[src/rtl/int2fp_arb_if.sv]
// Bundle of the request, converter, result and flag-control signals of int2fp_arb.
// slave = the arbiter, master = its environment (issue pipes, converter, consumer).
interface int2fp_arb_if #(
  parameter int TAGW = 5
);
  logic            req0_valid;
  logic            req0_ready;
  logic [63:0]     req0_rs1;
  logic [2:0]      req0_rm;
  logic            req0_fp64;
  logic [3:0]      req0_ctrl;
  logic [TAGW-1:0] req0_tag;

  logic            req1_valid;
  logic            req1_ready;
  logic [63:0]     req1_rs1;
  logic [2:0]      req1_rm;
  logic            req1_fp64;
  logic [3:0]      req1_ctrl;
  logic [TAGW-1:0] req1_tag;

  logic [63:0]     cvt_rs1;
  logic [2:0]      cvt_rm;
  logic            cvt_fp64;
  logic [3:0]      cvt_ctrl;
  logic [64:0]     cvt_data;
  logic [4:0]      cvt_exc;

  logic            res_valid;
  logic            res_ready;
  logic            res_pipe;
  logic [TAGW-1:0] res_tag;
  logic [64:0]     res_data;
  logic [4:0]      res_exc;
  logic            res_illegal;

  logic            flush;
  logic            fflags_clr;
  logic [4:0]      fflags_acc;

  modport slave (
    input  req0_valid, req0_rs1, req0_rm, req0_fp64, req0_ctrl, req0_tag,
    output req0_ready,
    input  req1_valid, req1_rs1, req1_rm, req1_fp64, req1_ctrl, req1_tag,
    output req1_ready,
    output cvt_rs1, cvt_rm, cvt_fp64, cvt_ctrl,
    input  cvt_data, cvt_exc,
    output res_valid, res_pipe, res_tag, res_data, res_exc, res_illegal,
    input  res_ready,
    input  flush, fflags_clr,
    output fflags_acc
  );

  modport master (
    output req0_valid, req0_rs1, req0_rm, req0_fp64, req0_ctrl, req0_tag,
    input  req0_ready,
    output req1_valid, req1_rs1, req1_rm, req1_fp64, req1_ctrl, req1_tag,
    input  req1_ready,
    input  cvt_rs1, cvt_rm, cvt_fp64, cvt_ctrl,
    output cvt_data, cvt_exc,
    input  res_valid, res_pipe, res_tag, res_data, res_exc, res_illegal,
    output res_ready,
    output flush, fflags_clr,
    input  fflags_acc
  );
endinterface

[src/rtl/int2fp_arb.sv]
// Round-robin arbiter of two issue pipes onto one shared int-to-FP converter, 2-stage pipeline.
// Optional sticky exception-flag accumulator enabled by defining INT2FP_ARB_FFLAGS_ACCUM_EN.
module int2fp_arb #(
  parameter int TAGW = 5
) (
  input logic         clk,
  input logic         rst_l,
  int2fp_arb_if.slave bus
);

  typedef struct packed {
    logic [63:0] rs1;
    logic [2:0]  rm;
    logic        fp64;
    logic [3:0]  ctrl;  // {fcvt, fmv, sign, long}
  } op_t;

  // S1: operands presented to the converter
  logic            r_s1_valid;
  op_t             r_s1_op;
  logic [TAGW-1:0] r_s1_tag;
  logic            r_s1_pipe;

  // S2: captured converter result
  logic            r_s2_valid;
  logic [64:0]     r_s2_data;
  logic [4:0]      r_s2_exc;
  logic [TAGW-1:0] r_s2_tag;
  logic            r_s2_pipe;
  logic            r_s2_illegal;

  logic            r_ptr;  // pipe favoured when both request

  logic            w_advance;
  logic            w_accept_ok;
  logic            w_gnt0;
  logic            w_gnt1;
  logic            w_accept;
  logic            w_illegal;
  op_t             w_req_op;
  logic [TAGW-1:0] w_req_tag;

  // NOTE: every variable assigned in always_comb gets a default first so no latch is inferred.
  always_comb begin
    w_advance   = !r_s2_valid | bus.res_ready;
    // Reset gating keeps both ready outputs low while rst_l is held.
    w_accept_ok = (!r_s1_valid | w_advance) & !bus.flush & rst_l;
    w_gnt0      = bus.req0_valid & (!bus.req1_valid | !r_ptr);
    w_gnt1      = bus.req1_valid & (!bus.req0_valid |  r_ptr);
    w_accept    = w_accept_ok & (w_gnt0 | w_gnt1);
    w_illegal   = r_s1_op.ctrl[3] ~^ r_s1_op.ctrl[2];
    w_req_op    = '{rs1: bus.req0_rs1, rm: bus.req0_rm, fp64: bus.req0_fp64, ctrl: bus.req0_ctrl};
    w_req_tag   = bus.req0_tag;
    if (w_gnt1) begin
      w_req_op  = '{rs1: bus.req1_rs1, rm: bus.req1_rm, fp64: bus.req1_fp64, ctrl: bus.req1_ctrl};
      w_req_tag = bus.req1_tag;
    end
  end

  assign bus.req0_ready = w_accept_ok & w_gnt0;
  assign bus.req1_ready = w_accept_ok & w_gnt1;

  // NOTE: sequential state uses non-blocking assignments so every register samples pre-edge values.
  always_ff @(posedge clk or negedge rst_l) begin
    if (!rst_l) begin
      r_s1_valid <= 1'b0;
      r_s1_op    <= '0;
      r_s1_tag   <= '0;
      r_s1_pipe  <= 1'b0;
      r_ptr      <= 1'b0;
    end else if (bus.flush) begin
      r_s1_valid <= 1'b0;
      r_s1_op    <= '0;
      r_s1_tag   <= '0;
      r_s1_pipe  <= 1'b0;
    end else if (w_accept) begin
      r_s1_valid <= 1'b1;
      r_s1_op    <= w_req_op;
      r_s1_tag   <= w_req_tag;
      r_s1_pipe  <= w_gnt1;
      r_ptr      <= !w_gnt1;
    end else if (r_s1_valid && w_advance) begin
      // Emptied S1 returns the converter operands to zero.
      r_s1_valid <= 1'b0;
      r_s1_op    <= '0;
      r_s1_tag   <= '0;
      r_s1_pipe  <= 1'b0;
    end
  end

  always_ff @(posedge clk or negedge rst_l) begin
    if (!rst_l) begin
      r_s2_valid   <= 1'b0;
      r_s2_data    <= '0;
      r_s2_exc     <= '0;
      r_s2_tag     <= '0;
      r_s2_pipe    <= 1'b0;
      r_s2_illegal <= 1'b0;
    end else if (bus.flush) begin
      r_s2_valid <= 1'b0;
    end else if (r_s1_valid && w_advance) begin
      r_s2_valid   <= 1'b1;
      r_s2_data    <= w_illegal ? 65'd0 : bus.cvt_data;
      r_s2_exc     <= w_illegal ? 5'b10000 : bus.cvt_exc;
      r_s2_tag     <= r_s1_tag;
      r_s2_pipe    <= r_s1_pipe;
      r_s2_illegal <= w_illegal;
    end else if (bus.res_ready) begin
      r_s2_valid <= 1'b0;
    end
  end

  assign bus.cvt_rs1     = r_s1_op.rs1;
  assign bus.cvt_rm      = r_s1_op.rm;
  assign bus.cvt_fp64    = r_s1_op.fp64;
  assign bus.cvt_ctrl    = r_s1_op.ctrl;

  assign bus.res_valid   = r_s2_valid;
  assign bus.res_pipe    = r_s2_pipe;
  assign bus.res_tag     = r_s2_tag;
  assign bus.res_data    = r_s2_data;
  assign bus.res_exc     = r_s2_exc;
  assign bus.res_illegal = r_s2_illegal;

`ifdef INT2FP_ARB_FFLAGS_ACCUM_EN
  logic [4:0] r_fflags;
  logic       w_res_hs;

  assign w_res_hs = r_s2_valid & bus.res_ready;

  always_ff @(posedge clk or negedge rst_l) begin
    if (!rst_l) begin
      r_fflags <= '0;
    end else if (bus.fflags_clr) begin
      r_fflags <= w_res_hs ? r_s2_exc : 5'd0;
    end else if (w_res_hs) begin
      r_fflags <= r_fflags | r_s2_exc;
    end
  end

  assign bus.fflags_acc = r_fflags;
`else
  logic w_unused_fflags_clr;
  assign w_unused_fflags_clr = bus.fflags_clr;
  assign bus.fflags_acc      = 5'd0;
`endif

endmodule
[src/flat_wrapper.sv]
// flat-port wrapper written by rule: the top's interface ports become plain ports
module int2fp_arb_flat 
#(
  parameter int TAGW = 5
)
  (clk, rst_l, bus_req0_valid, bus_req0_rs1, bus_req0_rm, bus_req0_fp64, bus_req0_ctrl, bus_req0_tag, bus_req0_ready, bus_req1_valid, bus_req1_rs1, bus_req1_rm, bus_req1_fp64, bus_req1_ctrl, bus_req1_tag, bus_req1_ready, bus_cvt_rs1, bus_cvt_rm, bus_cvt_fp64, bus_cvt_ctrl, bus_cvt_data, bus_cvt_exc, bus_res_valid, bus_res_pipe, bus_res_tag, bus_res_data, bus_res_exc, bus_res_illegal, bus_res_ready, bus_flush, bus_fflags_clr, bus_fflags_acc);
  int2fp_arb_if #(.TAGW(TAGW)) bus_i ();
  input logic clk;
  input logic rst_l;
  input wire logic [$bits(bus_i.req0_valid)-1:0] bus_req0_valid;
  input wire logic [$bits(bus_i.req0_rs1)-1:0] bus_req0_rs1;
  input wire logic [$bits(bus_i.req0_rm)-1:0] bus_req0_rm;
  input wire logic [$bits(bus_i.req0_fp64)-1:0] bus_req0_fp64;
  input wire logic [$bits(bus_i.req0_ctrl)-1:0] bus_req0_ctrl;
  input wire logic [$bits(bus_i.req0_tag)-1:0] bus_req0_tag;
  output wire logic [$bits(bus_i.req0_ready)-1:0] bus_req0_ready;
  input wire logic [$bits(bus_i.req1_valid)-1:0] bus_req1_valid;
  input wire logic [$bits(bus_i.req1_rs1)-1:0] bus_req1_rs1;
  input wire logic [$bits(bus_i.req1_rm)-1:0] bus_req1_rm;
  input wire logic [$bits(bus_i.req1_fp64)-1:0] bus_req1_fp64;
  input wire logic [$bits(bus_i.req1_ctrl)-1:0] bus_req1_ctrl;
  input wire logic [$bits(bus_i.req1_tag)-1:0] bus_req1_tag;
  output wire logic [$bits(bus_i.req1_ready)-1:0] bus_req1_ready;
  output wire logic [$bits(bus_i.cvt_rs1)-1:0] bus_cvt_rs1;
  output wire logic [$bits(bus_i.cvt_rm)-1:0] bus_cvt_rm;
  output wire logic [$bits(bus_i.cvt_fp64)-1:0] bus_cvt_fp64;
  output wire logic [$bits(bus_i.cvt_ctrl)-1:0] bus_cvt_ctrl;
  input wire logic [$bits(bus_i.cvt_data)-1:0] bus_cvt_data;
  input wire logic [$bits(bus_i.cvt_exc)-1:0] bus_cvt_exc;
  output wire logic [$bits(bus_i.res_valid)-1:0] bus_res_valid;
  output wire logic [$bits(bus_i.res_pipe)-1:0] bus_res_pipe;
  output wire logic [$bits(bus_i.res_tag)-1:0] bus_res_tag;
  output wire logic [$bits(bus_i.res_data)-1:0] bus_res_data;
  output wire logic [$bits(bus_i.res_exc)-1:0] bus_res_exc;
  output wire logic [$bits(bus_i.res_illegal)-1:0] bus_res_illegal;
  input wire logic [$bits(bus_i.res_ready)-1:0] bus_res_ready;
  input wire logic [$bits(bus_i.flush)-1:0] bus_flush;
  input wire logic [$bits(bus_i.fflags_clr)-1:0] bus_fflags_clr;
  output wire logic [$bits(bus_i.fflags_acc)-1:0] bus_fflags_acc;
  assign bus_i.req0_valid = bus_req0_valid;
  assign bus_i.req0_rs1 = bus_req0_rs1;
  assign bus_i.req0_rm = bus_req0_rm;
  assign bus_i.req0_fp64 = bus_req0_fp64;
  assign bus_i.req0_ctrl = bus_req0_ctrl;
  assign bus_i.req0_tag = bus_req0_tag;
  assign bus_req0_ready = bus_i.req0_ready;
  assign bus_i.req1_valid = bus_req1_valid;
  assign bus_i.req1_rs1 = bus_req1_rs1;
  assign bus_i.req1_rm = bus_req1_rm;
  assign bus_i.req1_fp64 = bus_req1_fp64;
  assign bus_i.req1_ctrl = bus_req1_ctrl;
  assign bus_i.req1_tag = bus_req1_tag;
  assign bus_req1_ready = bus_i.req1_ready;
  assign bus_cvt_rs1 = bus_i.cvt_rs1;
  assign bus_cvt_rm = bus_i.cvt_rm;
  assign bus_cvt_fp64 = bus_i.cvt_fp64;
  assign bus_cvt_ctrl = bus_i.cvt_ctrl;
  assign bus_i.cvt_data = bus_cvt_data;
  assign bus_i.cvt_exc = bus_cvt_exc;
  assign bus_res_valid = bus_i.res_valid;
  assign bus_res_pipe = bus_i.res_pipe;
  assign bus_res_tag = bus_i.res_tag;
  assign bus_res_data = bus_i.res_data;
  assign bus_res_exc = bus_i.res_exc;
  assign bus_res_illegal = bus_i.res_illegal;
  assign bus_i.res_ready = bus_res_ready;
  assign bus_i.flush = bus_flush;
  assign bus_i.fflags_clr = bus_fflags_clr;
  assign bus_fflags_acc = bus_i.fflags_acc;
  int2fp_arb #(.TAGW(TAGW)) u_core (.clk(clk), .rst_l(rst_l), .bus(bus_i));
endmodule
[config.mk]
export PLATFORM = sky130hd
export DESIGN_NAME = int2fp_arb_flat
export DESIGN_NICKNAME = d
export VERILOG_FILES = /design/src/rtl/int2fp_arb_if.sv /design/src/rtl/int2fp_arb.sv /design/src/flat_wrapper.sv
export SDC_FILE = /design/constraint.sdc
export NUM_CORES = 1
export LEC_CHECK = 0
export ABC_CLOCK_PERIOD_IN_PS = 4400
export BUFFER_PORTS_ARGS = -buffer_cell sky130_fd_sc_hd__buf_2
export CAP_MARGIN = 15
export CORE_AREA = 3 3 150 152
export CTS_BUF_LIST = sky130_fd_sc_hd__clkbuf_2 sky130_fd_sc_hd__clkbuf_4 sky130_fd_sc_hd__clkbuf_8
export CTS_CLUSTER_SIZE = 25
export DETAILED_ROUTE_END_ITERATION = 16
export DIE_AREA = 0 0 153 155
export GPL_TIMING_DRIVEN = 1
export PLACE_DENSITY_LB_ADDON = 0.3
export SLEW_MARGIN = 20
export SYNTH_ARGS = -nofsm -noshare
export SYNTH_HDL_FRONTEND = slang
export SYNTH_SLANG_ARGS = --single-unit
[constraint.sdc]
create_clock -name clk -period 4.4 [get_ports clk]
set_clock_uncertainty 0.15 [all_clocks]
set_input_delay 0.88 -clock clk [delete_from_list [all_inputs] [get_ports clk]]
set_output_delay 0.88 -clock clk [all_outputs]
set_load 0.05 [all_outputs]
==> Word level (Yosys, flattened, before mapping) <==
Index checks and enable logic that the tools add are counted.
W data, S select, Z words.
{ "totals": {"register_bits": 158, "word_cells": 58, "out_inout_bits": 157, "inputBits": 231} }
{ "op_classes": {"mux": 18, "reduce_logical": 12, "bitwise": 14} }
{ "op_table": {"columns": ["op", "n"], "rows": [
  ["$mux W72", 4],
  ["$mux W65", 1],
  ["$mux W5", 5],
  ["$mux W1", 8],
  ["$and A1 B1 Y1", 7],
  ["$logic_not A1 Y1", 7],
  ["$reduce_bool A3 Y1", 2],
  ["$or A1 B1 Y1", 5],
  ["$reduce_and A2 Y1", 2],
  ["$logic_and A1 B1 Y1", 1],
  ["$not A1 Y1", 1],
  ["$xnor A1 B1 Y1", 1]
]} }

==> Depth between registers and ports, before layout <==
Gate-level depths: netlist of the first run.
{ "logic_depth": {"word_depth": 8, "depth_mapped": 8, "ltp_nobuf": 4} }

==> Worst setup path after synthesis of the first run <==
OpenSTA, ideal clock, no wires.
{ "synth_timing": {"path_type": "input port to output port", "start": "input bus_req0_valid", "end": "output bus_req1_ready", "required_ns": 3.370, "arrival_time_ns": 2.668, "path_buffers": 3, "cell_stages": 6, "slack_ns": 0.702, "path_cell_list": "inv_1 o21ai_0 buf_2 buf_4 buf_4 a211oi_1"} }
{ "synth_between": {"elab_chain_cells": 4} }
{ "synth_lines": {"columns": ["item", "line", "rtl"], "rows": [
  ["from (decl)", "flat_wrapper.sv:10", "input wire logic [$bits(bus_i.req0_valid)-1:0] bus_req0_valid;"],
  ["$logic_not A1 Y1", "int2fp_arb.sv:49", "w_gnt1 = bus.req1_valid & (!bus.req0_valid | r_ptr);"],
  ["$or A1 B1 Y1", "int2fp_arb.sv:49", null],
  ["$and A1 B1 Y1", "int2fp_arb.sv:49", null],
  ["$and A1 B1 Y1", "int2fp_arb.sv:61", "assign bus.req1_ready = w_accept_ok & w_gnt1;"],
  ["to (decl)", "flat_wrapper.sv:23", "output wire logic [$bits(bus_i.req1_ready)-1:0] bus_req1_ready;"]
]} }
No other way between the ends.

==> Worst setup path after layout of the first run <==
{ "layout_timing": {"start": "input rst_l", "end": "output bus_req0_ready"} }
{ "layout_between": {"elab_chain_cells": 2} }
{ "layout_lines": {"columns": ["item", "line", "rtl"], "rows": [
  ["from (decl)", "flat_wrapper.sv:9", "input logic rst_l;"],
  ["$and A1 B1 Y1", "int2fp_arb.sv:47", "w_accept_ok = (!r_s1_valid | w_advance) & !bus.flush & rst_l;"],
  ["$and A1 B1 Y1", "int2fp_arb.sv:60", "assign bus.req0_ready = w_accept_ok & w_gnt0;"],
  ["to (decl)", "flat_wrapper.sv:16", "output wire logic [$bits(bus_i.req0_ready)-1:0] bus_req0_ready;"]
]} }
No other way between the ends.

==> qor.txt, run 1 <==
Status = finished clean
Starting density of the core = 31.4%
Final instance area = 9130 um2
Worst slew pin tran = 989 ps
Syn Area/Cell = 14.3 um2
WP buf/inv = 2
Mapped Cells = 465
Clk pwr share = 28.2%
GRT Resource Usage Total = 15.3%
Reg power frac = 42.5%
Post-DRT Antenna Nets = 0
Die area = 23,700 um2
Reg2reg start = u_core.r_s1_valid
Fin cells = 1,114
Via count = 5,256
Setup crit start = rst_l
Tightest Hold Check Type = in2async
Worst Path Arrival = 2060 ps
Sw frac = 37.9%
Hold_ws = 171 ps
RSZ-0062 raised after global routing = no
Worst-path clk slew = 100 ps
Top FF cell, synth = dfrtp_1
Xor/xnor cell area share of the yosys netlist = 0.132%
Resized cells post-CTS = 0
Max-cap violations = 0
Multiplexer share of the synthesized area = 12.6%
Final Critical Period = 3090 ps
Sequential area share after synthesis = 59.5%
Yosys warnings = 0
Drt drc = 0
Number of flops mapped to enable cells by yosys = 0
Slowest CP cell = buf_6
Rows = 53
Setup violations, final = 0
Cell chain of the critical path = buf_6 > nand2b_1 > a21oi_1 > and3_1 > buf_2
Setup bufs post-CTS = 0
Pwr dens = 436 nW/um2
Synth Area in Adders = 0%
Placer Congestion = 0.755
Yosys cell types = 26
Worst setup SP type = input port
Crit-path leading delay family = buffers and inverters
Layout cell share with drive strength beyond 1 = 53.6%
VDD IR max = 217 uV
Gr ovfl total = 0
First-pass DRT Iterations = 4
Fin nets = 1,058
Yosys reg bits = 158
Relative slew slack = 34.1%
P_sw = 1.51 mW
Hold buffers post-CTS = 0
Int Pwr = 2.47 mW
Worst skew pair latency = 430 ps
Ys async rst share = 100%
Synth Cell Area = 6640 um2
Setup TNS Final = 0 ps
Comb pwr share = 29.3%
Final core occ = 43.1%
PortBufs = 381
CTS tree = built
HPWL after DPL = 13.6 mm
Max Slew Vio Count = 0
Cts bufs inserted = 17
CTS root buffer = clkbuf_8
Total wire length = 18.7 mm
Core ar. = 21,200 um2
Dpl cells = 1,083
Critical Path RT = 3370 ps
Initial antenna violation count = 1
First-pass GRT wire length = 29.2 mm
Max Freq = 323 MHz
Worst-path fanout max = 33
Ant diodes = 0
Complex-gate fraction of the synthesized area = 22.1%
Vias in the first global route = 5,398
Clock Tree Buf Depth = 2
Clock sinks = 158
Endpoints failing hold = 0
Vias per inst = 4.72
Die X = 153 um
DP Area = 8720 um2
Critical path type = in2out
Pin count of the biggest net entering global routing = 79
Area Overhead vs Synth = 37.4%
Largest stage delay on the critical path = 270 ps
Top Ports = 388
Worst Setup End Kind = output port
Main combinational cell family by area after synthesis = compound AO/OA/AOI/OAI gates
Routed length per instance = 16.7 um
Die Y = 155 um
Simple-Gate Fraction of Synth Area = 1.22%
Fill count = 1,986
Initial DRC Count = 203
Fin crit share = 70.3%
Htree depth = 4
LEAKAGE = 5.08 nW
cells in the final DEF, fill, tap and decap left out, drive strengths merged:
| master | n |
|---|---|
| nor3 | 1 |
| xnor2 | 1 |
| and2 | 1 |
| mux2 | 6 |
| buf | 387 |
| inv | 12 |
| a21oi | 5 |
| and3 | 1 |
| nand2b | 4 |
| o2bb2ai | 77 |
| clkinv | 2 |
| a211oi | 1 |
| clkinvlp | 1 |
| conb | 5 |
| clkbuf | 17 |
| a22o | 69 |
| dfrtp | 158 |
| nand2 | 1 |
| nor2b | 1 |
| mux2i | 77 |
| o21ai | 2 |
| a22oi | 1 |
| bufinv | 2 |
| a31oi | 1 |
| a211o | 1 |
| nor2 | 5 |
worst register-to-register path, cell delays in order, from the launching register on:
cell and delay [ps]:
dfrtp_1 440, nand2b_1 90, nand2b_2 210, nor2_4 260
buf_4 570, a22o_1 260
area by class of cell:
class	count	area (um2)	share of cell area [%]
Sequential cell	158	3950	43.3
Clock buffer	17	234	2.56
Inverter	3	11.3	0.123
Multi-Input combinational cell	260	2440	26.7
Clock inverter	14	175	1.92
Tap cell	275	344	3.77
Timing Repair Buffer	387	1970	21.6
final timing paths:
path	slack [ps]	to	depth (start not counted)
min	170	u_core.bus.res_data[17]	1
min reg2reg	340	u_core.bus.cvt_rs1[63]	1
max in group asynchronous	2770	u_core.bus.cvt_rs1[6]	2
min in group clk	340	u_core.bus.cvt_rs1[63]	1
max reg2reg	2360	u_core.bus.res_data[43]	5
max	1310	bus_req0_ready	5
cell usage after synthesis (all sizes together) (2+ instances only):
| cell | count | area [um2] |
|---|---|---|
| nor2 | 5 | 18.8 |
| clkbuf | 12 | 45.0 |
| dfrtp | 158 | 3950 |
| mux2i | 77 | 771 |
| buf | 36 | 231 |
| mux2 | 6 | 67.6 |
| o21ai | 2 | 10.0 |
| o2bb2ai | 77 | 800 |
| inv | 3 | 11.3 |
| a22o | 69 | 604 |
| a21oi | 5 | 25.0 |
| nand2b | 4 | 25.0 |
power groups by stage:
stage | clock network [mW] | logic [mW] | registers (mW)
finish | 1.12 | 1.16 | 1.69
global placement | 0 | 1.18 | 1.72
detailed placement | 0 | 1.19 | 1.71
global route | 1.24 | 1.23 | 1.71
CTS | 1.17 | 1.18 | 1.69
floorplan | 0 | 0.311 | 2.23
stage by stage:
stage / setup slack, ps / power, mW
4_1_cts: 1300 / 4.04
5_1_grt: 1190 / 4.18
6_report: 1310 / 3.98
3_5_place_dp: 1300 / 2.90
3_3_place_gp: 1310 / 2.89
2_1_floorplan: 702 / 2.54
sequential cells by signal (all words and copies together), names as in the netlist:
register	flops
u_core.bus.res_exc	5
u_core.r_ptr	1
u_core.bus.res_data	65
u_core.bus.cvt_rs1	64
u_core.bus.cvt_fp64	1
u_core.r_s1_pipe	1
u_core.r_s1_tag	5
u_core.bus.cvt_rm	3
u_core.bus.res_tag	5
u_core.bus.res_valid	1
u_core.r_s1_valid	1
u_core.bus.cvt_ctrl	4
u_core.bus.res_illegal	1
u_core.bus.res_pipe	1
per-layer routing:
metal | vias to the layer above | global-route usage (%) | wire, um
met5 | - | 0 | 13
met4 | 2 | 4.33 | 180
met3 | 10 | 5.12 | 1620
met2 | 256 | 25.6 | 9110
met1 | 2487 | 19.0 | 7730
li1 | 2501 | - | -
cell families (layout without fill, tap and decap cells):
logic type,after synthesis,in the layout
DFF,158,158
xor gates and xnor gates,1,1
muxes,83,83
AOI/OAI and AO/OA,157,157
buffers and inverters,51,421
other,1,5
and+or+nand+nor,14,14
No activity file was read; power rests on OpenSTA's default activity.
==> run 2: changes to the inputs <==
ABC_CLOCK_PERIOD_IN_PS = 2960   (was 4400)
clock period = 2.96 ns   (was 4.4 ns; I/O delays follow)
==> qor.txt, run 2 (same netlist as run 1, synthesis figures left out) <==
Status = finished clean
Layout cell share with drive strength beyond 1 = 54.1% (+0.45 points)
Worst Setup End Kind = output port
Setup TNS Final = 0 ps (unchanged)
Worst skew pair latency = 440 ps (about the same)
Reg2reg start = u_core.bus.res_valid
Largest stage delay on the critical path = 540 ps (+270 ps)
Max Freq = 359 MHz
Worst Path Arrival = 2040 ps (-20 ps)
Cts bufs inserted = 17 (unchanged)
Design Power = 5.91 mW (+49%)
First-pass DRT Iterations = 5 (+1)
First-pass GRT wire length = 30.3 mm (+3.7%)
Clock sinks = 158 (unchanged)
Total wire length = 19.7 mm (+5.4%)
Drt drc = 0 (unchanged)
Die X = 153 um (unchanged)
GRT Resource Usage Total = 16.1% (+0.82 points)
Top Ports = 388 (unchanged)
Hold Crit Depth = 2
Die area = 23,700 um2 (unchanged)
Slowest CP cell = dlygate4sd3_1
Setup bufs post-CTS = 0 (unchanged)
Endpoints failing hold = 0 (unchanged)
Worst Hold End = u_core.bus.res_valid
FF-to-FF End = u_core.bus.cvt_rs1[19]
PortBufs = 381 (unchanged)
Fill count = 2,021 (+1.8%)
Routed length per instance = 17.5 um (+4.8%)
Relative slew slack = 42.8% (+8.7 points)
Most frequent cells in the layout = buf_2 (380), dfrtp_1 (158), mux2i_1 (77)
Clock Tree Buf Depth = 2 (unchanged)
Worst setup SP type = input port
Vias in the first global route = 5,388 (-0.19%)
Critical path type = in2out
Gr ovfl total = 0 (unchanged)
Crit-path leading delay family = buffers and inverters
Critical Path RT = 2220 ps (-1150 ps)
Die Y = 155 um (unchanged)
Worst min-delay path startpoint = bus_flush
Pin count of the biggest net entering global routing = 79 (unchanged)
Area Overhead vs Synth = 39.1%
Most common cell after layout, fill and taps aside = buf_2
Core ar. = 21,200 um2 (unchanged)
Max Slew Vio Count = 0 (unchanged)
Setup violations, final = 0 (unchanged)
Via count = 5,294 (+0.72%)
Cell chain of the critical path = dlygate4sd3_1 > buf_6 > nand2b_1 > a21oi_2 > and3_1 > buf_2
Tightest Hold Check Type = in2reg
Placer Congestion = 0.754 (about the same)
RSZ-0062 raised after global routing = no
Htree depth = 4 (unchanged)
CTS root buffer = clkbuf_8
Initial DRC Count = 166 (-18%)
Fin nets = 1,063 (+0.47%)
R2R setup slack = 1130 ps (-1230 ps)
LEAKAGE = 5.13 nW (+0.98%)
Final Critical Period = 2780 ps
Fin crit share = 94.0%
Max-cap violations = 0 (unchanged)
Worst-path fanout max = 4 (-88%)
Worst slew pin tran = 858 ps (-131 ps)
Starting density of the core = 31.4% (unchanged)
WP buf/inv = 3 (+1)
Max reg flops = 65 (unchanged)
Initial antenna violation count = 1 (unchanged)
VDD IR max = 327 uV (+51%)
Pwr dens = 639 nW/um2 (+47%)
Vias per inst = 4.72 (about the same)
Post-DRT Antenna Nets = 0 (unchanged)
Hold_ws = 189 ps (+17.3 ps)
CTS tree = built
HPWL after DPL = 14.6 mm (+7.7%)
Rows = 53 (unchanged)
R2R cell count = 5 (unchanged)
Worst-path clk slew = 90 ps (about the same)
==> run 2: area by class of cell <==
class | instances | area (um2) | area share, %
diodes | 1 | 2.50 | 0.0271
clock buffers | 18 | 241 | 2.61
clock inverters | 14 | 169 | 1.83
inverters | 3 | 11.3 | 0.122
multi-input cells | 260 | 2460 | 26.6
flip-flops and latches | 158 | 3950 | 42.8
well taps | 275 | 344 | 3.72
repair buffers | 392 | 2060 | 22.3
==> run 2: worst max path at each step <==
stage	depth (start not counted)	to	from
after detailed placement	5	bus_req0_ready	bus_flush
after global routing	6	bus_req0_ready	rst_l
after CTS	6	bus_req0_ready	rst_l
after global placement	5	bus_req0_ready	bus_flush
after floorplan	6	bus_req1_ready	bus_req0_valid
final	6	bus_req0_ready	rst_l
==> run 2: power breakdown <==
group	switching [mW]	internal, mW
combinational	1.23	0.521
clock	0.916	0.728
sequential	0.133	2.38
==> run 2: timing repair <==
action / 4_1_cts / 5_1_grt
setup endpoints to repair: 0 / 1
gates resized for setup: 0 / 1
hold buffers: 1 / 0
hold endpoints to repair: 27 / 0
==> run 2: layer usage <==
| layer | up-vias | share of wire, % | wire length (um) | track usage, % |
|---|---|---|---|---|
| met2 | 236 | 52 | 10100 | 27.8 |
| met5 | - | 0.066 | 13 | 0 |
| met4 | 2 | 0.42 | 82 | 3.44 |
| li1 | 2505 | - | - | - |
| met3 | 4 | 8.4 | 1650 | 5.73 |
| met1 | 2547 | 40 | 7770 | 19.6 |
==> run 2: per-stage QoR <==
stage	setup WS, ps	utilization (%)	cell area [um2]	cells
floorplan	319	-	6660	469
global placement	520	41.7	8820	1087
detailed placement	517	41.7	8820	1087
CTS	61.7	43.7	9240	1120
global route	67.8	43.7	9240	1120
finish	178	43.7	9240	1121
